### src/rtl/screen_scanner.sv
// ---------------------------------------------------------------------------
// screen_scanner
//
// Streams a bitmapped monochrome frame buffer out as single pixels. The block
// fetches one 16-bit word at a time from screen memory and holds it in a
// one-word prefetch buffer. A 16-bit shifter emits the word's pixels LSB first.
// At most one read is outstanding at any time. Each word carries its own
// start-of-frame and end-of-row tags, so pix_sof and pix_eol stay correct
// however far the fetch side runs ahead of the pixel side.
//
// Ports
//   clk, rst_n    : clock (rising edge) and asynchronous active-low reset
//   enable        : allow new memory reads to start
//   restart       : one-cycle pulse; resynchronise to frame start
//   rd_req        : one-cycle read request, address on rd_addr
//   rd_addr[14:0] : BASE_ADDR + word counter
//   rd_data[15:0] : returned word, sampled only while rd_valid = 1
//   rd_valid      : one pulse per rd_req, at least one cycle after it
//   pix           : current pixel (1 = black)
//   pix_valid     : pix/pix_sof/pix_eol are meaningful
//   pix_ready     : sink accepts the pixel
//   pix_sof       : first pixel of the frame (word 0, bit 0)
//   pix_eol       : last pixel of a row (last word of the row, bit 15)
//   fetch_state   : current fetch FSM state, for debug and checkers
//
// Handshake: a pixel moves on a rising edge where pix_valid & pix_ready.
// While pix_valid = 1 and pix_ready = 0, pix, pix_sof and pix_eol hold
// steady. pix_valid never depends combinationally on pix_ready.
// ---------------------------------------------------------------------------
module screen_scanner #(
    parameter int BASE_ADDR     = 16384,
    parameter int WORDS_PER_ROW = 32,
    parameter int ROWS          = 256
) (
    input  logic        clk,
    input  logic        rst_n,
    input  logic        enable,
    input  logic        restart,
    output logic        rd_req,
    output logic [14:0] rd_addr,
    input  logic [15:0] rd_data,
    input  logic        rd_valid,
    output logic        pix,
    output logic        pix_valid,
    input  logic        pix_ready,
    output logic        pix_sof,
    output logic        pix_eol,
    output logic [1:0]  fetch_state
);

    localparam int FRAME_WORDS = WORDS_PER_ROW * ROWS;
    localparam int WCNT_W      = (FRAME_WORDS > 1) ? $clog2(FRAME_WORDS) : 1;
    localparam int CCNT_W      = (WORDS_PER_ROW > 1) ? $clog2(WORDS_PER_ROW) : 1;
    localparam logic [WCNT_W-1:0] LAST_WORD = WCNT_W'(FRAME_WORDS - 1);
    localparam logic [CCNT_W-1:0] LAST_COL  = CCNT_W'(WORDS_PER_ROW - 1);
    localparam logic [14:0]       BASE      = 15'(BASE_ADDR);

    typedef enum logic [1:0] {
        F_IDLE    = 2'd0,
        F_REQ     = 2'd1,
        F_WAIT    = 2'd2,
        F_DISCARD = 2'd3
    } fetch_state_t;

    fetch_state_t state, state_nx;

    // Word counter and its column position within the current row.
    logic [WCNT_W-1:0] wcnt;
    logic [CCNT_W-1:0] ccnt;

    // Prefetch buffer with its word tags.
    logic [15:0] buf_data;
    logic        buf_full;
    logic        buf_first;
    logic        buf_last;

    // Pixel shifter: sh_cnt is the number of unsent bits.
    logic [15:0] sh_data;
    logic [4:0]  sh_cnt;
    logic        sh_first;
    logic        sh_last;

    logic capture;
    logic load;
    logic xfer;

    // ------------------------------------------------------------------
    // Fetch FSM: next state and request output
    // ------------------------------------------------------------------
    always_comb begin
        state_nx = state;
        rd_req   = 1'b0;
        case (state)
            F_IDLE:    if (enable && !buf_full && !restart) state_nx = F_REQ;
            F_REQ: begin
                rd_req   = 1'b1;
                state_nx = F_WAIT;
            end
            F_WAIT:    if (rd_valid) state_nx = F_IDLE;
            F_DISCARD: if (rd_valid) state_nx = F_IDLE;
            default:   state_nx = F_IDLE;
        endcase
        // On restart, a read that is still owed a response must be drained
        // in F_DISCARD. A request issued in this very cycle counts as owed.
        // A response that arrives with the restart pulse has already settled
        // the read, so the FSM returns to F_IDLE.
        if (restart) begin
            if (state == F_REQ || ((state == F_WAIT || state == F_DISCARD) && !rd_valid))
                state_nx = F_DISCARD;
            else
                state_nx = F_IDLE;
        end
    end

    always_ff @(posedge clk or negedge rst_n) begin
        if (!rst_n) state <= F_IDLE;
        else        state <= state_nx;
    end

    assign fetch_state = state;
    assign rd_addr     = BASE + 15'(wcnt);

    // ------------------------------------------------------------------
    // Datapath control
    // ------------------------------------------------------------------
    assign capture   = (state == F_WAIT) && rd_valid && !restart;
    assign pix_valid = (sh_cnt != 5'd0);
    assign xfer      = pix_valid && pix_ready;
    // The shifter reloads when it is empty. It also reloads in the same
    // cycle that its last bit leaves, so the pixel stream has no bubble.
    assign load      = buf_full && ((sh_cnt == 5'd0) || ((sh_cnt == 5'd1) && xfer));

    assign pix     = sh_data[0];
    assign pix_sof = pix_valid && sh_first && (sh_cnt == 5'd16);
    assign pix_eol = pix_valid && sh_last && (sh_cnt == 5'd1);

    always_ff @(posedge clk or negedge rst_n) begin
        if (!rst_n) begin
            wcnt      <= '0;
            ccnt      <= '0;
            buf_data  <= '0;
            buf_full  <= 1'b0;
            buf_first <= 1'b0;
            buf_last  <= 1'b0;
            sh_data   <= '0;
            sh_cnt    <= '0;
            sh_first  <= 1'b0;
            sh_last   <= 1'b0;
        end else if (restart) begin
            // Restart wins over any capture, load or transfer in the same cycle.
            wcnt     <= '0;
            ccnt     <= '0;
            buf_full <= 1'b0;
            sh_data  <= '0;
            sh_cnt   <= '0;
            sh_first <= 1'b0;
            sh_last  <= 1'b0;
        end else begin
            if (capture) begin
                buf_data  <= rd_data;
                buf_first <= (wcnt == '0);
                buf_last  <= (ccnt == LAST_COL);
                wcnt      <= (wcnt == LAST_WORD) ? '0 : wcnt + WCNT_W'(1);
                ccnt      <= (ccnt == LAST_COL) ? '0 : ccnt + CCNT_W'(1);
            end

            // A capture needs an empty buffer when the request is made.
            // A load needs a full buffer. So the two never fall in the same cycle.
            if (capture)   buf_full <= 1'b1;
            else if (load) buf_full <= 1'b0;

            if (load) begin
                sh_data  <= buf_data;
                sh_cnt   <= 5'd16;
                sh_first <= buf_first;
                sh_last  <= buf_last;
            end else if (xfer) begin
                sh_data <= {1'b0, sh_data[15:1]};
                sh_cnt  <= sh_cnt - 5'd1;
            end
        end
    end

endmodule

### config.mk
export PLATFORM = sky130hd
export DESIGN_NAME = screen_scanner
export DESIGN_NICKNAME = d
export VERILOG_FILES = /design/src/rtl/screen_scanner.sv
export SDC_FILE = /design/constraint.sdc
export NUM_CORES = 1
export LEC_CHECK = 0
export CAP_MARGIN = 40
export CORE_MARGIN = 2
export CORE_UTILIZATION = 50
export DETAILED_ROUTE_END_ITERATION = 8
export PLACE_DENSITY = 0.85
export SLEW_MARGIN = 20
export SYNTH_ARGS = -nofsm -noshare
export SYNTH_HDL_FRONTEND = slang
export SYNTH_SLANG_ARGS = --single-unit
### constraint.sdc
create_clock -name clk -period 2.4 [get_ports clk]
set_input_delay 0.48 -clock clk [delete_from_list [all_inputs] [get_ports clk]]
set_output_delay 0.48 -clock clk [all_outputs]
set_load 0.03 [all_outputs]
### After elaboration in Yosys (flattened, before gate mapping)

Cells that the tools add are included.

| word-level totals | value |
|---|---|
| input bits | 22 |
| logic and storage cells | 79 |
| register bits after elaboration | 62 |
| output and inout bits | 22 |

| operators by class | value |
|---|---|
| $add $sub $neg | 4 |
| multiplexer cells | 25 |
| bitwise gates (word level) | 1 |
| reductions and logical operators | 29 |
| equal/unequal tests | 9 |

Operator list:

| kind | number |
|---|---|
| 16-bit two-way mux | 3 |
| 13-bit two-way mux | 3 |
| 5-bit two-way mux | 6 |
| 15-bit by 13-bit adder with 15-bit output, first input constant | 1 |
| 13-bit by 1-bit adder with 13-bit output, second input constant | 1 |
| 13-bit equality test, second input constant | 1 |
| 13-bit zero test | 1 |
| 1-bit logical AND | 12 |
| 5-bit equality test, second input constant | 2 |
| 1-bit two-way mux | 8 |
| 2-bit two-way mux | 4 |
| 2-bit one-hot mux with 3 select lines | 1 |
| 3-bit nonzero test | 2 |
| 5-bit by 1-bit adder with 5-bit output, second input constant | 1 |
| 5-bit by 1-bit equality test with 1-bit output, second input constant | 1 |
| 5-bit zero test | 1 |
| 5-bit nonzero test | 1 |
| 5-bit by 1-bit subtractor with 5-bit output, second input constant | 1 |
| 2-bit equality test, second input constant | 2 |
| 2-bit AND reduction | 2 |
| 2-bit nonzero test | 2 |
| 1-bit zero test | 3 |
| 1-bit logical OR | 3 |
| 3-bit by 1-bit inequality test with 1-bit output, second input constant | 1 |
| other kinds (5) | 5 |

### Logic depth before layout (Yosys ltp)

| logic depth | value |
|---|---|
| word-level depth | 8 |
| gate-level depth with buffers | 8 |
| mapped depth without buffers | 6 |

### Least setup slack after synthesis

OpenSTA, ideal clock, no wires.

| timing path | value |
|---|---|
| path kind | reg-to-reg |
| start point | reg sh_cnt[0] |
| end point | reg sh_data[5] |
| cell stages (with the launch flop) | 9 |
| library setup time | 0.078 ns |
| period minus slack after synthesis | 2.067 ns |
| data arrival time | 1.989 ns |
| data required time | 2.322 ns |
| slack | 0.333 ns |
| buffers on the path | 2 |
| cells stage by stage | dfrtp_1 > inv_1 > ha_1 > or4b_1 > buf_2 > and2_4 > nor3_4 > buf_6 > o2bb2ai_1 |

| on the way | value |
|---|---|
| longest elaborated chain between the ends | 7 |
| elaborated cells on any way between the ends | 10 |
| those cells by class | eq/ne: 1; mux: 2; reduce/logical: 7 |

RTL lines:

| what | line | RTL |
|---|---|---|
| from (decl) | 79 | `logic [4:0] sh_cnt;` |
| from (signal assigned) | 179 | `sh_cnt <= sh_cnt - 5'd1;` |
| 5-bit nonzero test * | 127 | `assign pix_valid = (sh_cnt != 5'd0);` |
| net pix_valid | 44 | `output logic pix_valid,` |
| 1-bit logical AND * | 128 | `assign xfer = pix_valid && pix_ready;` |
| 1-bit logical AND | 131 | `assign load = buf_full && ((sh_cnt == 5'd0) \|\| ((sh_cnt == 5'd1) && xfer));` |
| 1-bit logical OR | 131 |  |
| 1-bit logical AND | 131 |  |
| 16-bit two-way mux | 172 | `if (load) begin` |
| 16-bit two-way mux | 149 | `end else if (restart) begin` |
| to (signal assigned) | 173 | `sh_data <= buf_data;` |
| to (signal assigned) | 178 | `sh_data <= {1'b0, sh_data[15:1]};` |
| to (decl) | 78 | `logic [15:0] sh_data;` |

The timed path passes the listed nets; every way through them passes the cells marked *.
A chain may end at the register's enable or synchronous reset.

### Worst setup path in the final report

| timing path | value |
|---|---|
| start point | reg sh_cnt[0] |
| end point | out pix_valid |

| on the way | value |
|---|---|
| longest elaborated chain between the ends | 1 |

RTL lines:

| what | line |
|---|---|
| 5-bit nonzero test | 127 |
| to (decl) | 44 |

Every way passes these cells.

==> impl_metrics.csv <==
group,metric,value,unit
power_and_ir_drop,power_leakage,1.677,nW
logic_synthesis,synth_area_leaders,"dfrtp_1 (52%), mux2_2 (6.4%), mux2i_1 (5.3%)",
route,ant_nets,0,
cells_and_area,final_core_util,64.03,%
logic_synthesis,avgSynthCellArea,10.95,µm²
placed_design,io_buffers,41,
route,vias,2287,
route,first_iter_violations,202,
sta,finalHoldViolCount,0,
cells_and_area,antennaDiodeCount,0,
logic_synthesis,synthCells,274,
logic_synthesis,synth_edf_count,0,
floorplanning,num_io_pins,44,
cells_and_area,nFillCells,457,
cells_and_area,seq_area,1551,µm²
worst_setup_path,cp_max_fo,5,
grt,track_usage,20.61,%
worst_setup_path,arrival,1.73,ns
logic_synthesis,synthFlopType,"dfrtp_1",
grt,antenna_found_initial,0,
cells_and_area,nets,347,
logic_synthesis,ys.warnings.count,0,
logic_synthesis,async_flop_share,100.0,%
logic_synthesis,ys_seq_area_share,51.69,%
floorplanning,die-width,81.48,µm
worst_setup_path,required,1.92,ns
worst_setup_path,start_kind,"flip-flop",
grt,first_global_vias,2204,
logic_synthesis,syn-cell-area,3002,µm²
clock_network,h-tree-depth,3,
placed_design,place_congestion,0.8489,
sta,rsz0062_at_grt,"false",
sta,setup_viol,0,
power_and_ir_drop,max-vdd-ir-drop,0.0006650,V
clock_network,clockBufferDepth,2,
route,drt_pass1_iterations,6,
grt,grt_pass1_wl,10410,µm
route,routed_via_density,5.761,
sta,fin_crit_sh,92.19,%
clock_network,clkSlewWorstSetupHoldPaths,0.07,ns
floorplanning,rows,28,
floorplanning,initial_utilization,51.30,%
placed_design,dp_slack,0.1246,ns
sta,skew,0.009970,ns
sta,clock.fmax,452.0,MHz
worst_setup_path,end_kind,"output port",
sta,maxSlewViolCount,0,
sta,timing.final.ws_setup,0.1875,ns
route,route.final.wire_length,6340,µm
logic_synthesis,synth.largest_area_cell,"dfrtp_1",
sta,finalCriticalPeriod,2.213,ns
grt,grt_max_degree,63,
clock_network,cts_sinks,62,
grt,globalRouteOverflowTotal,0,
floorplanning,die-area,6639,µm²
clock_network,clk_latency,0.33,ns
worst_hold_path,hold_path.class,"in2async",
clock_network,cts_buffers,9,
placed_design,dp_hpwl,4227,µm
cells_and_area,synthToLayoutAreaGrowth,24.80,%
logic_synthesis,ys_ff_latch,62,
run,cap_viol_max_count,0,
logic_synthesis,syn_nets,303,
clock_network,cts_tree,"built",
sta,tns,0,ns
logic_synthesis,synth_top_area_share,51.69,%
worst_setup_path,critical_path_class,"reg2out",
cells_and_area,multi_input_area,1345,µm²
clock_network,cts-root-buf,"clkbuf_8",
cells_and_area,final_layout_size_suffix_gt1_share,15.22,%
floorplanning,core_area,5851,µm²
power_and_ir_drop,powerDensity,1019,nW/µm²
route,wl_per_cell,15.97,µm
logic_synthesis,ys_types,43,
floorplanning,fp.dieH,81.48,µm
route,remaining_drc_errors,0,
run_status,outcome,"completed",
[state kept, by name, indices dropped and copies added (netlist names)]
signal       flops
buf_data        16
buf_first        1
buf_full         1
buf_last         1
ccnt             5
fetch_state      2
sh_cnt           5
sh_data         16
sh_first         1
sh_last          1
wcnt            13
[where the power goes]
group	switching [mW]	leakage [nW]	internal (mW)
Sequential	0.193	0.823	1.29
Combinational	0.675	0.739	0.579
Clock	0.400	0.115	0.684
Total	1.27	1.68	2.55
[placed cells by master, fill, tap and decap left out, types with 3 or more instances in the layout]
cell / Yosys / final
nor3_1: 6 / 6
o21ai_0: 9 / 9
nor2_1: 13 / 13
a31oi_1: 5 / 5
mux2i_1: 16 / 16
ha_1: 7 / 7
xor2_1: 6 / 6
bufinv_16: 0 / 3
dfrtp_1: 62 / 62
o2bb2ai_1: 15 / 15
nand3_1: 17 / 17
clkbuf_8: 0 / 9
nor4b_1: 3 / 3
nand2_1: 18 / 18
mux2_2: 17 / 17
buf_4: 2 / 9
nand4_1: 5 / 5
inv_1: 4 / 4
nor4_1: 3 / 3
and3_1: 4 / 4
clkdlybuf4s50_1: 0 / 37
a21oi_1: 14 / 14
[through the flow]
step	hold slack (ns)	total power, mW	instance area [µm²]	cells
3_5_place_dp	0.4734	2.766	3518	382
4_1_cts	0.1645	3.850	3750	397
2_1_floorplan	0.1844	2.347	3002	274
3_3_place_gp	0.4709	2.705	3518	382
6_report	0.1552	3.819	3746	397
5_1_grt	0.1610	4.052	3746	397
[timing repair]
item                       4_1_cts  5_1_grt
hold endpoints to repair         0        0
resized for setup                3        2
setup buffers                    0        0
pin swaps                        0        0
hold buffers                     0        0
setup endpoints to repair        3        1
[per-layer routing]
layer	global-route usage, %	up-vias	share of wire (%)
li1	-	1082	-
met3	4.505	11	3.6
met2	32.38	59	50
met5	0	-	0
met1	27.76	1135	45
met4	8.644	0	1.5
[critical path, cell delays in order (launching register included)]
cell,delay [ns]
dfrtp_1,0.42
inv_1,0.10
ha_1,0.22
or4b_1,0.47
clkbuf_2,0.20
[Yosys cell counts (5+ instances only)]
| cell type | number |
|---|---|
| nor2_1 | 13 |
| xor2_1 | 6 |
| dfrtp_1 | 62 |
| nand3_1 | 17 |
| o2bb2ai_1 | 15 |
| o21ai_0 | 9 |
| nand4_1 | 5 |
| mux2_2 | 17 |
| nor3_1 | 6 |
| a31oi_1 | 5 |
| nand2_1 | 18 |
| clkbuf_1 | 13 |
| ha_1 | 7 |
| a21oi_1 | 14 |
| mux2i_1 | 16 |
[logic make-up (layout without fill, tap and decap cells)]
kind of cell / Yosys count / count (layout) / share of synthesized area, %
other: 2 / 2 / 0.2502
buffers and inverters: 23 / 71 / 3.501
muxes: 33 / 33 / 11.71
xor gates and xnor gates: 8 / 8 / 2.334
DFF: 62 / 62 / 51.69
and+or+nand+nor: 88 / 88 / 16.22
adders and majority gates: 7 / 7 / 2.918
AOI/OAI and AO/OA: 51 / 51 / 11.38
[final cells by class]
type,count,share of cell area [%]
inverters,4,0.4008
clock buffers,9,3.307
flip-flops and latches,62,41.42
well taps,75,2.505
multi-input cells,189,35.91
repair buffers,52,13.49
clock inverters,6,2.973
[worst paths after layout]
kind | startpoint | to | slack, ns | cells past startpoint
hold / removal | rst_n | fetch_state[1] | 0.16 | 2
min in group clk | sh_data[6] | sh_data[6] | 0.49 | 1
hold reg to reg | sh_data[6] | sh_data[6] | 0.49 | 1
max in group asynchronous | rst_n | buf_data[6] | 1.97 | 2
setup / recovery | sh_cnt[0] | pix_valid | 0.19 | 4
setup reg to reg | sh_cnt[0] | sh_data[14] | 0.25 | 8
No activity file was read; power rests on OpenSTA's default activity.
